$ cat config.mk
export PLATFORM = sky130hd
export DESIGN_NAME = uart_rx_deserializer_flat
export DESIGN_NICKNAME = d
export VERILOG_FILES = /design/src/rtl/uart_rx_deserializer_if.sv /design/src/rtl/uart_rx_deserializer.sv /design/src/flat_wrapper.sv
export SDC_FILE = /design/constraint.sdc
export NUM_CORES = 1
export LEC_CHECK = 0
export CAP_MARGIN = 15
export CELL_PAD_IN_SITES_DETAIL_PLACEMENT = 0
export CELL_PAD_IN_SITES_GLOBAL_PLACEMENT = 2
export CORE_UTILIZATION = 34
export CTS_CLUSTER_SIZE = 16
export DETAILED_ROUTE_END_ITERATION = 12
export GPL_TIMING_DRIVEN = 0
export PLACE_DENSITY_LB_ADDON = 0.2
export SLEW_MARGIN = 30
export SYNTH_ARGS = -nofsm -noshare
export SYNTH_HDL_FRONTEND = slang
export SYNTH_SLANG_ARGS = --single-unit
export TNS_END_PERCENT = 50
$ cat constraint.sdc
create_clock -name CLK -period 2.37 [get_ports CLK]
set_clock_uncertainty 0.1 [all_clocks]
set_input_delay 0.474 -clock CLK [delete_from_list [all_inputs] [get_ports CLK]]
set_output_delay 0.474 -clock CLK [all_outputs]
set_load 0.005 [all_outputs]
$ cat src/rtl/uart_rx_deserializer_if.sv
// Pin bundle between the serial line / RX configuration and the UART RX deserializer.
// The master side drives the line and configuration; the slave side is the deserializer.
interface uart_rx_deserializer_if #(
    parameter int DATA_WIDTH = 8,
    parameter int PRESC_W    = 6
);
    logic                  RX_IN;
    logic [PRESC_W-1:0]    Prescale;
    logic                  PAR_EN;
    logic                  PAR_TYP;
    logic [DATA_WIDTH-1:0] P_DATA;
    logic                  Data_Valid;
    logic                  par_err;
    logic                  stp_err;

    modport master (
        output RX_IN, Prescale, PAR_EN, PAR_TYP,
        input  P_DATA, Data_Valid, par_err, stp_err
    );

    modport slave (
        input  RX_IN, Prescale, PAR_EN, PAR_TYP,
        output P_DATA, Data_Valid, par_err, stp_err
    );
endinterface

$ cat src/rtl/uart_rx_deserializer.sv
// UART receive deserializer: start detect, 3-sample majority per bit, LSB-first byte
// assembly and stop check. Optional parity checking is built in with `UART_RX_PARITY_EN.
module uart_rx_deserializer #(
    parameter int DATA_WIDTH = 8,
    parameter int PRESC_W    = 6
) (
    input  logic                  CLK,
    input  logic                  RST,
    uart_rx_deserializer_if.slave rx
);
    localparam int BCNT_W = (DATA_WIDTH > 1) ? $clog2(DATA_WIDTH) : 1;
    localparam logic [BCNT_W-1:0] BIT_LAST = BCNT_W'(DATA_WIDTH - 1);

    typedef enum logic [2:0] {
        S_IDLE   = 3'd0,
        S_START  = 3'd1,
        S_DATA   = 3'd2,
`ifdef UART_RX_PARITY_EN
        S_PARITY = 3'd3,
`endif
        S_STOP   = 3'd4
    } state_e;

    function automatic logic majority3(input logic [2:0] s);
        return (s[0] & s[1]) | (s[0] & s[2]) | (s[1] & s[2]);
    endfunction

`ifdef UART_RX_PARITY_EN
    function automatic logic expected_parity(input logic [DATA_WIDTH-1:0] d, input logic odd);
        return (^d) ^ odd;
    endfunction
`endif

    state_e                state_q, state_d;
    logic [PRESC_W-1:0]    edge_cnt_q, edge_cnt_d;
    logic [PRESC_W-1:0]    presc_q, presc_d;
    logic [BCNT_W-1:0]     bit_cnt_q, bit_cnt_d;
    logic [2:0]            samp_q, samp_d;
    logic [DATA_WIDTH-1:0] shift_q, shift_d;
    logic [DATA_WIDTH-1:0] p_data_q, p_data_d;
    logic                  data_valid_q, data_valid_d;
    logic                  stp_err_q, stp_err_d;

    logic [PRESC_W-1:0]    half_s;
    logic                  bit_end_s;
    logic                  bit_val_s;
    logic                  start_s;
    logic                  frame_ok_s;

`ifdef UART_RX_PARITY_EN
    logic par_en_q, par_en_d;
    logic par_typ_q, par_typ_d;
    logic par_bad_q, par_bad_d;
    logic par_err_q, par_err_d;
`else
    logic unused_par_s;
`endif

    assign half_s    = presc_q >> 1;
    assign bit_end_s = (state_q != S_IDLE) && (edge_cnt_q == (presc_q - PRESC_W'(1)));
    assign bit_val_s = majority3(samp_q);
    assign start_s   = (state_q == S_IDLE) && !rx.RX_IN;

`ifdef UART_RX_PARITY_EN
    assign frame_ok_s = !par_bad_q;
    assign rx.par_err = par_err_q;
`else
    assign frame_ok_s   = 1'b1;
    assign rx.par_err   = 1'b0;
    assign unused_par_s = rx.PAR_EN ^ rx.PAR_TYP;
`endif

    assign rx.P_DATA     = p_data_q;
    assign rx.Data_Valid = data_valid_q;
    assign rx.stp_err    = stp_err_q;

    // FSM state register
    always_ff @(posedge CLK or negedge RST) begin
        if (!RST) begin
            state_q <= S_IDLE;
        end else begin
            state_q <= state_d;
        end
    end

    // FSM next-state: every non-idle state advances only at its bit end
    always_comb begin
        state_d = state_q;
        case (state_q)
            S_IDLE: begin
                if (start_s) state_d = S_START;
                else         state_d = S_IDLE;
            end
            S_START: begin
                if (bit_end_s) state_d = bit_val_s ? S_IDLE : S_DATA;
                else           state_d = S_START;
            end
            S_DATA: begin
                if (bit_end_s && (bit_cnt_q == BIT_LAST)) begin
`ifdef UART_RX_PARITY_EN
                    if (par_en_q) state_d = S_PARITY;
                    else          state_d = S_STOP;
`else
                    state_d = S_STOP;
`endif
                end else begin
                    state_d = S_DATA;
                end
            end
`ifdef UART_RX_PARITY_EN
            S_PARITY: begin
                if (bit_end_s) state_d = S_STOP;
                else           state_d = S_PARITY;
            end
`endif
            S_STOP: begin
                if (bit_end_s) state_d = S_IDLE;
                else           state_d = S_STOP;
            end
            default: state_d = S_IDLE;
        endcase
    end

    // FSM outputs and datapath: counters, sampling, shifting and result strobes
    always_comb begin
        edge_cnt_d   = edge_cnt_q;
        presc_d      = presc_q;
        bit_cnt_d    = bit_cnt_q;
        samp_d       = samp_q;
        shift_d      = shift_q;
        p_data_d     = p_data_q;
        data_valid_d = 1'b0;
        stp_err_d    = 1'b0;
`ifdef UART_RX_PARITY_EN
        par_en_d  = par_en_q;
        par_typ_d = par_typ_q;
        par_bad_d = par_bad_q;
        par_err_d = 1'b0;
`endif

        if (state_q == S_IDLE) begin
            edge_cnt_d = '0;
            bit_cnt_d  = '0;
`ifdef UART_RX_PARITY_EN
            par_bad_d = 1'b0;
`endif
            if (start_s) begin
                presc_d = rx.Prescale;
`ifdef UART_RX_PARITY_EN
                par_en_d  = rx.PAR_EN;
                par_typ_d = rx.PAR_TYP;
`endif
            end else begin
                presc_d = presc_q;
            end
        end else begin
            if (bit_end_s) edge_cnt_d = '0;
            else           edge_cnt_d = edge_cnt_q + PRESC_W'(1);

            // three samples straddle the bit centre; decided later at bit end
            if (edge_cnt_q == (half_s - PRESC_W'(2)))      samp_d[0] = rx.RX_IN;
            else if (edge_cnt_q == (half_s - PRESC_W'(1))) samp_d[1] = rx.RX_IN;
            else if (edge_cnt_q == half_s)                 samp_d[2] = rx.RX_IN;
            else                                           samp_d    = samp_q;
        end

        case (state_q)
            S_DATA: begin
                if (bit_end_s) begin
                    shift_d = {bit_val_s, shift_q[DATA_WIDTH-1:1]};
                    if (bit_cnt_q == BIT_LAST) bit_cnt_d = '0;
                    else                       bit_cnt_d = bit_cnt_q + BCNT_W'(1);
                end else begin
                    shift_d = shift_q;
                end
            end
`ifdef UART_RX_PARITY_EN
            S_PARITY: begin
                if (bit_end_s && (bit_val_s != expected_parity(shift_q, par_typ_q))) begin
                    par_err_d = 1'b1;
                    par_bad_d = 1'b1;
                end else begin
                    par_err_d = 1'b0;
                end
            end
`endif
            S_STOP: begin
                if (bit_end_s) begin
                    if (!bit_val_s) begin
                        stp_err_d = 1'b1;
                    end else if (frame_ok_s) begin
                        p_data_d     = shift_q;
                        data_valid_d = 1'b1;
                    end else begin
                        data_valid_d = 1'b0;
                    end
                end else begin
                    stp_err_d = 1'b0;
                end
            end
            default: begin
                shift_d = shift_q;
            end
        endcase
    end

    // Datapath and registered output flops
    always_ff @(posedge CLK or negedge RST) begin
        if (!RST) begin
            edge_cnt_q   <= '0;
            presc_q      <= '0;
            bit_cnt_q    <= '0;
            samp_q       <= '0;
            shift_q      <= '0;
            p_data_q     <= '0;
            data_valid_q <= 1'b0;
            stp_err_q    <= 1'b0;
`ifdef UART_RX_PARITY_EN
            par_en_q  <= 1'b0;
            par_typ_q <= 1'b0;
            par_bad_q <= 1'b0;
            par_err_q <= 1'b0;
`endif
        end else begin
            edge_cnt_q   <= edge_cnt_d;
            presc_q      <= presc_d;
            bit_cnt_q    <= bit_cnt_d;
            samp_q       <= samp_d;
            shift_q      <= shift_d;
            p_data_q     <= p_data_d;
            data_valid_q <= data_valid_d;
            stp_err_q    <= stp_err_d;
`ifdef UART_RX_PARITY_EN
            par_en_q  <= par_en_d;
            par_typ_q <= par_typ_d;
            par_bad_q <= par_bad_d;
            par_err_q <= par_err_d;
`endif
        end
    end
endmodule
$ cat src/flat_wrapper.sv
// flat-port wrapper written by rule: the top's interface ports become plain ports
module uart_rx_deserializer_flat 
#(
    parameter int DATA_WIDTH = 8,
    parameter int PRESC_W    = 6
)
  (CLK, RST, rx_RX_IN, rx_Prescale, rx_PAR_EN, rx_PAR_TYP, rx_P_DATA, rx_Data_Valid, rx_par_err, rx_stp_err);
  uart_rx_deserializer_if #(.DATA_WIDTH(DATA_WIDTH), .PRESC_W(PRESC_W)) rx_i ();
  input  logic CLK;
  input  logic RST;
  input wire logic [$bits(rx_i.RX_IN)-1:0] rx_RX_IN;
  input wire logic [$bits(rx_i.Prescale)-1:0] rx_Prescale;
  input wire logic [$bits(rx_i.PAR_EN)-1:0] rx_PAR_EN;
  input wire logic [$bits(rx_i.PAR_TYP)-1:0] rx_PAR_TYP;
  output wire logic [$bits(rx_i.P_DATA)-1:0] rx_P_DATA;
  output wire logic [$bits(rx_i.Data_Valid)-1:0] rx_Data_Valid;
  output wire logic [$bits(rx_i.par_err)-1:0] rx_par_err;
  output wire logic [$bits(rx_i.stp_err)-1:0] rx_stp_err;
  assign rx_i.RX_IN = rx_RX_IN;
  assign rx_i.Prescale = rx_Prescale;
  assign rx_i.PAR_EN = rx_PAR_EN;
  assign rx_i.PAR_TYP = rx_PAR_TYP;
  assign rx_P_DATA = rx_i.P_DATA;
  assign rx_Data_Valid = rx_i.Data_Valid;
  assign rx_par_err = rx_i.par_err;
  assign rx_stp_err = rx_i.stp_err;
  uart_rx_deserializer #(.DATA_WIDTH(DATA_WIDTH), .PRESC_W(PRESC_W)) u_core (.CLK(CLK), .RST(RST), .rx(rx_i));
endmodule
==> impl_metrics.env <==
export IMPL_outcome="finished, violations left"
export IMPL_violations="setup timing"
export IMPL_dr_total_vias=1458
export IMPL_timing_critical_path_cells="inv_2 > ha_4 > a21boi_4 > buf_6 > nand2_4 > xnor2_2 > nor4_4 > and3_4 > buf_6 > mux2_4"
export IMPL_multi_input_area_mm2=0.001119
export IMPL_slew_headroom_pct=60.07
export IMPL_cts_sinks=39
export IMPL_syn_area_per_cell_um2=11.31
export IMPL_synth_area_leaders="dfrtp_1, mux2_4, xnor2_1, ha_1, xor2_1"
export IMPL_io_buffers=18
export IMPL_wirelength_um=4082
export IMPL_register_area_um2=977.2
export IMPL_final_period_utilization_pct=102.7
export IMPL_cts_buffers=5
export IMPL_clk_path_buf_depth=2
export IMPL_synth_top_area_share_pct=46.40
export IMPL_yosysSeqAreaShare_pct=46.40
export IMPL_stdcell_count=303
export IMPL_viasPerCell=4.812
export IMPL_first_pass_iters=4
export IMPL_crit_slowest_cell="dfrtp_1"
export IMPL_grt_pass1_wl_um=6962
export IMPL_placementRows=28
export IMPL_syn2layout_area_growth_pct=29.80
export IMPL_reg2reg_to="u_core.rx.P_DATA[0]"
export IMPL_worst_r2r_setup_slack_ns=-0.06
export IMPL_r2r_cells=10
export IMPL_root_buffer="clkbuf_8"
export IMPL_n_fill_cell=571
export IMPL_insertion_delay_ns=0.29
export IMPL_fin_ws_ns=-0.06294
export IMPL_diodes=0
export IMPL_arrival_ns=2.50
export IMPL_maxCapViolations=0
export IMPL_cts_tree="built"
export IMPL_worstHoldPathType="primary input to async pin"
export IMPL_fin_crit_ns=2.433
export IMPL_p_leak_uw=0.001232
export IMPL_synth_warnings=0
export IMPL_drt_iter0_drc=49
export IMPL_stdcell_area_mm2=0.002730
export IMPL_dp_hpwl_um=2884
export IMPL_crit_required_ns=2.44
export IMPL_tightest_slew_ns=0.5968
export IMPL_syn_inst=186
export IMPL_crit_fanout=5
export IMPL_hold_buffers=0
export IMPL_hold_violations=0
export IMPL_yosysTopAreaCell="dfrtp_1"
export IMPL_crit_top_cell="buf_6"
export IMPL_setup_viol=16
export IMPL_ir_worst_vdd_mv=0.6509
export IMPL_routabilityCongestion=0.8314
export IMPL_initial_core_util_pct=35.32
export IMPL_die_area_mm2=0.006504
export IMPL_cp_start_kind="flop"
export IMPL_grt_usage_pct=14.22
export IMPL_power_density_mw_per_mm2=1114
export IMPL_rsz0062_at_grt="true"
export IMPL_fmax_ghz=0.4110
export IMPL_ant_nets=0
export IMPL_end_kind="flop"
export IMPL_placed_area_mm2=0.002422
export IMPL_slew_viol_final=0
export IMPL_worstSetupPathType="flop to flop"
export IMPL_nNetsFinal=246
export IMPL_drive_gt1_share_pct=31.14
export IMPL_die_h_um=80.65
export IMPL_grt_pass1_vias=1480
export IMPL_cp_startpoint="u_core.presc_q[1]"
export IMPL_post_drt_wl_per_cell_um=13.47
export IMPL_grt_max_degree=21
export IMPL_yosys_cell_types_count=41
export IMPL_drc=0
export IMPL_core_area_mm2=0.005956
export IMPL_top_level_ports=22
export IMPL_synth_seq_cells=39
export IMPL_cp_slowest_stage_delay_ns=0.39
export IMPL_reg2reg_from="u_core.presc_q[1]"
export IMPL_syn_area_mm2=0.002103
export IMPL_ctsHtreeMaxLevel=2
export IMPL_power_uw=3042
export IMPL_clkTransAtPathRegs_ns=0.08
export IMPL_numPlacedInstances=280
export IMPL_antenna_found_initial=0
export IMPL_grt_remaining_overflow=0
export IMPL_die_w_um=80.65
export IMPL_syn_nets=205
[stage by stage]
step / hold WS, ns / util [%] / TNS (ns) / setup WS, ns
after floorplan: 0.07841 / - / -1.023 / -0.07001
after global placement: 0.3707 / 40.29 / -14.24 / -0.3405
after detailed placement: 0.3656 / 40.67 / -6.906 / -0.3536
after CTS: 0.04449 / 44.79 / -0.5803 / -0.05294
after global routing: 0.06278 / 45.84 / -2.353 / -0.1613
final: 0.03583 / 45.84 / -0.6214 / -0.06294
[cells in the mapped netlist, drive strengths merged]
master,number
buf,7
mux2,21
maj3,1
ha,8
or3,1
nor2b,2
and4,1
nor3,5
nand4,4
o22ai,1
a22o,2
a21boi,1
a21oi,4
nor3b,1
inv,8
nand2,11
mux2i,1
or2,1
nand3,3
xnor2,13
nand4b,1
nor2,16
dfrtp,39
xor2,12
nand3b,2
clkbuf,2
and3,2
conb,1
o21ai,8
nor4,2
and2,1
a211oi,1
a31oi,1
a32o,2
[report_power, final]
group	total, uW	internal (uW)	switching (uW)
Clock	553	313	239
Sequential	911	794	116
Combinational	1580	760	820
Total	3040	1870	1170
[flip-flops by register name (all words and copies together) (netlist names)]
register and flops:
u_core.edge_cnt_q 6, u_core.presc_q 6, u_core.rx.Data_Valid 1, u_core.state_q 3, u_core.samp_q 3, u_core.bit_cnt_q 3, u_core.shift_q 8, u_core.rx.P_DATA 8
u_core.rx.stp_err 1
[worst max-delay path by stage]
stage / slack, ns / end / cells after the start
after floorplan: -0.07 / u_core.rx.P_DATA[0] / 9
after global placement: -0.34 / u_core.rx.P_DATA[0] / 9
after detailed placement: -0.35 / u_core.rx.P_DATA[0] / 9
after CTS: -0.05 / u_core.shift_q[0] / 9
after global routing: -0.16 / u_core.rx.P_DATA[0] / 10
final: -0.06 / u_core.rx.P_DATA[0] / 10
[area by class of cell]
cell class,instances,share of cell area (%)
Multi-Input combinational cell,130,40.97
Tap cell,75,3.437
Buffer,9,2.658
Sequential cell,39,35.79
Inverter,8,1.192
Clock buffer,5,2.521
Timing Repair Buffer,34,11.82
Clock inverter,3,1.604
[layout by cell type, fill, tap and decap left out, drive strengths merged, types with 2 or more instances in the layout]
| cell type | n |
|---|---|
| a21oi | 4 |
| a22o | 2 |
| a32o | 2 |
| and3 | 2 |
| buf | 25 |
| clkbuf | 6 |
| clkdlybuf4s50 | 17 |
| clkinv | 2 |
| dfrtp | 39 |
| ha | 8 |
| inv | 8 |
| mux2 | 21 |
| nand2 | 11 |
| nand3 | 3 |
| nand3b | 2 |
| nand4 | 4 |
| nor2 | 16 |
| nor2b | 2 |
| nor3 | 5 |
| nor4 | 2 |
| o21ai | 8 |
| xnor2 | 13 |
| xor2 | 12 |
[repair_timing]
action / 4_1_cts / 5_1_grt
gates resized for setup: 17 / 10
pin swaps: 6 / 6
setup buffers: 10 / 4
cloned: 1 / 0
setup endpoints to repair: 28 / 27
[kinds of logic (layout without fill, tap and decap cells)]
family / after synthesis / in the layout / synth area share [%]
adder cells (fa/ha/maj): 9 / 9 / 5.235
multiplexers: 22 / 22 / 13.15
other: 1 / 1 / 0.1783
buffers and inverters: 17 / 59 / 4.521
AND/OR/NAND/NOR: 53 / 53 / 13.27
flip-flops: 39 / 39 / 46.40
AO/OA/AOI/OAI: 20 / 20 / 6.128
XOR/XNOR: 25 / 25 / 11.12
[routing by layer]
metal	wire length, um	track usage, %
met5	0	0
met4	55	6.071
met3	104	3.523
met2	2017	22.20
met1	1905	18.55
[critical path: cells and delay by family, from the launching register on]
family	cells	cell delay (ns)
muxes	1	0.30
adders and majority gates	1	0.15
DFF	1	0.39
AOI/OAI and AO/OA	1	0.18
xor gates and xnor gates	1	0.16
buffers and inverters	3	0.37
and+or+nand+nor	3	0.67
Power figures use the tool's default switching activity.
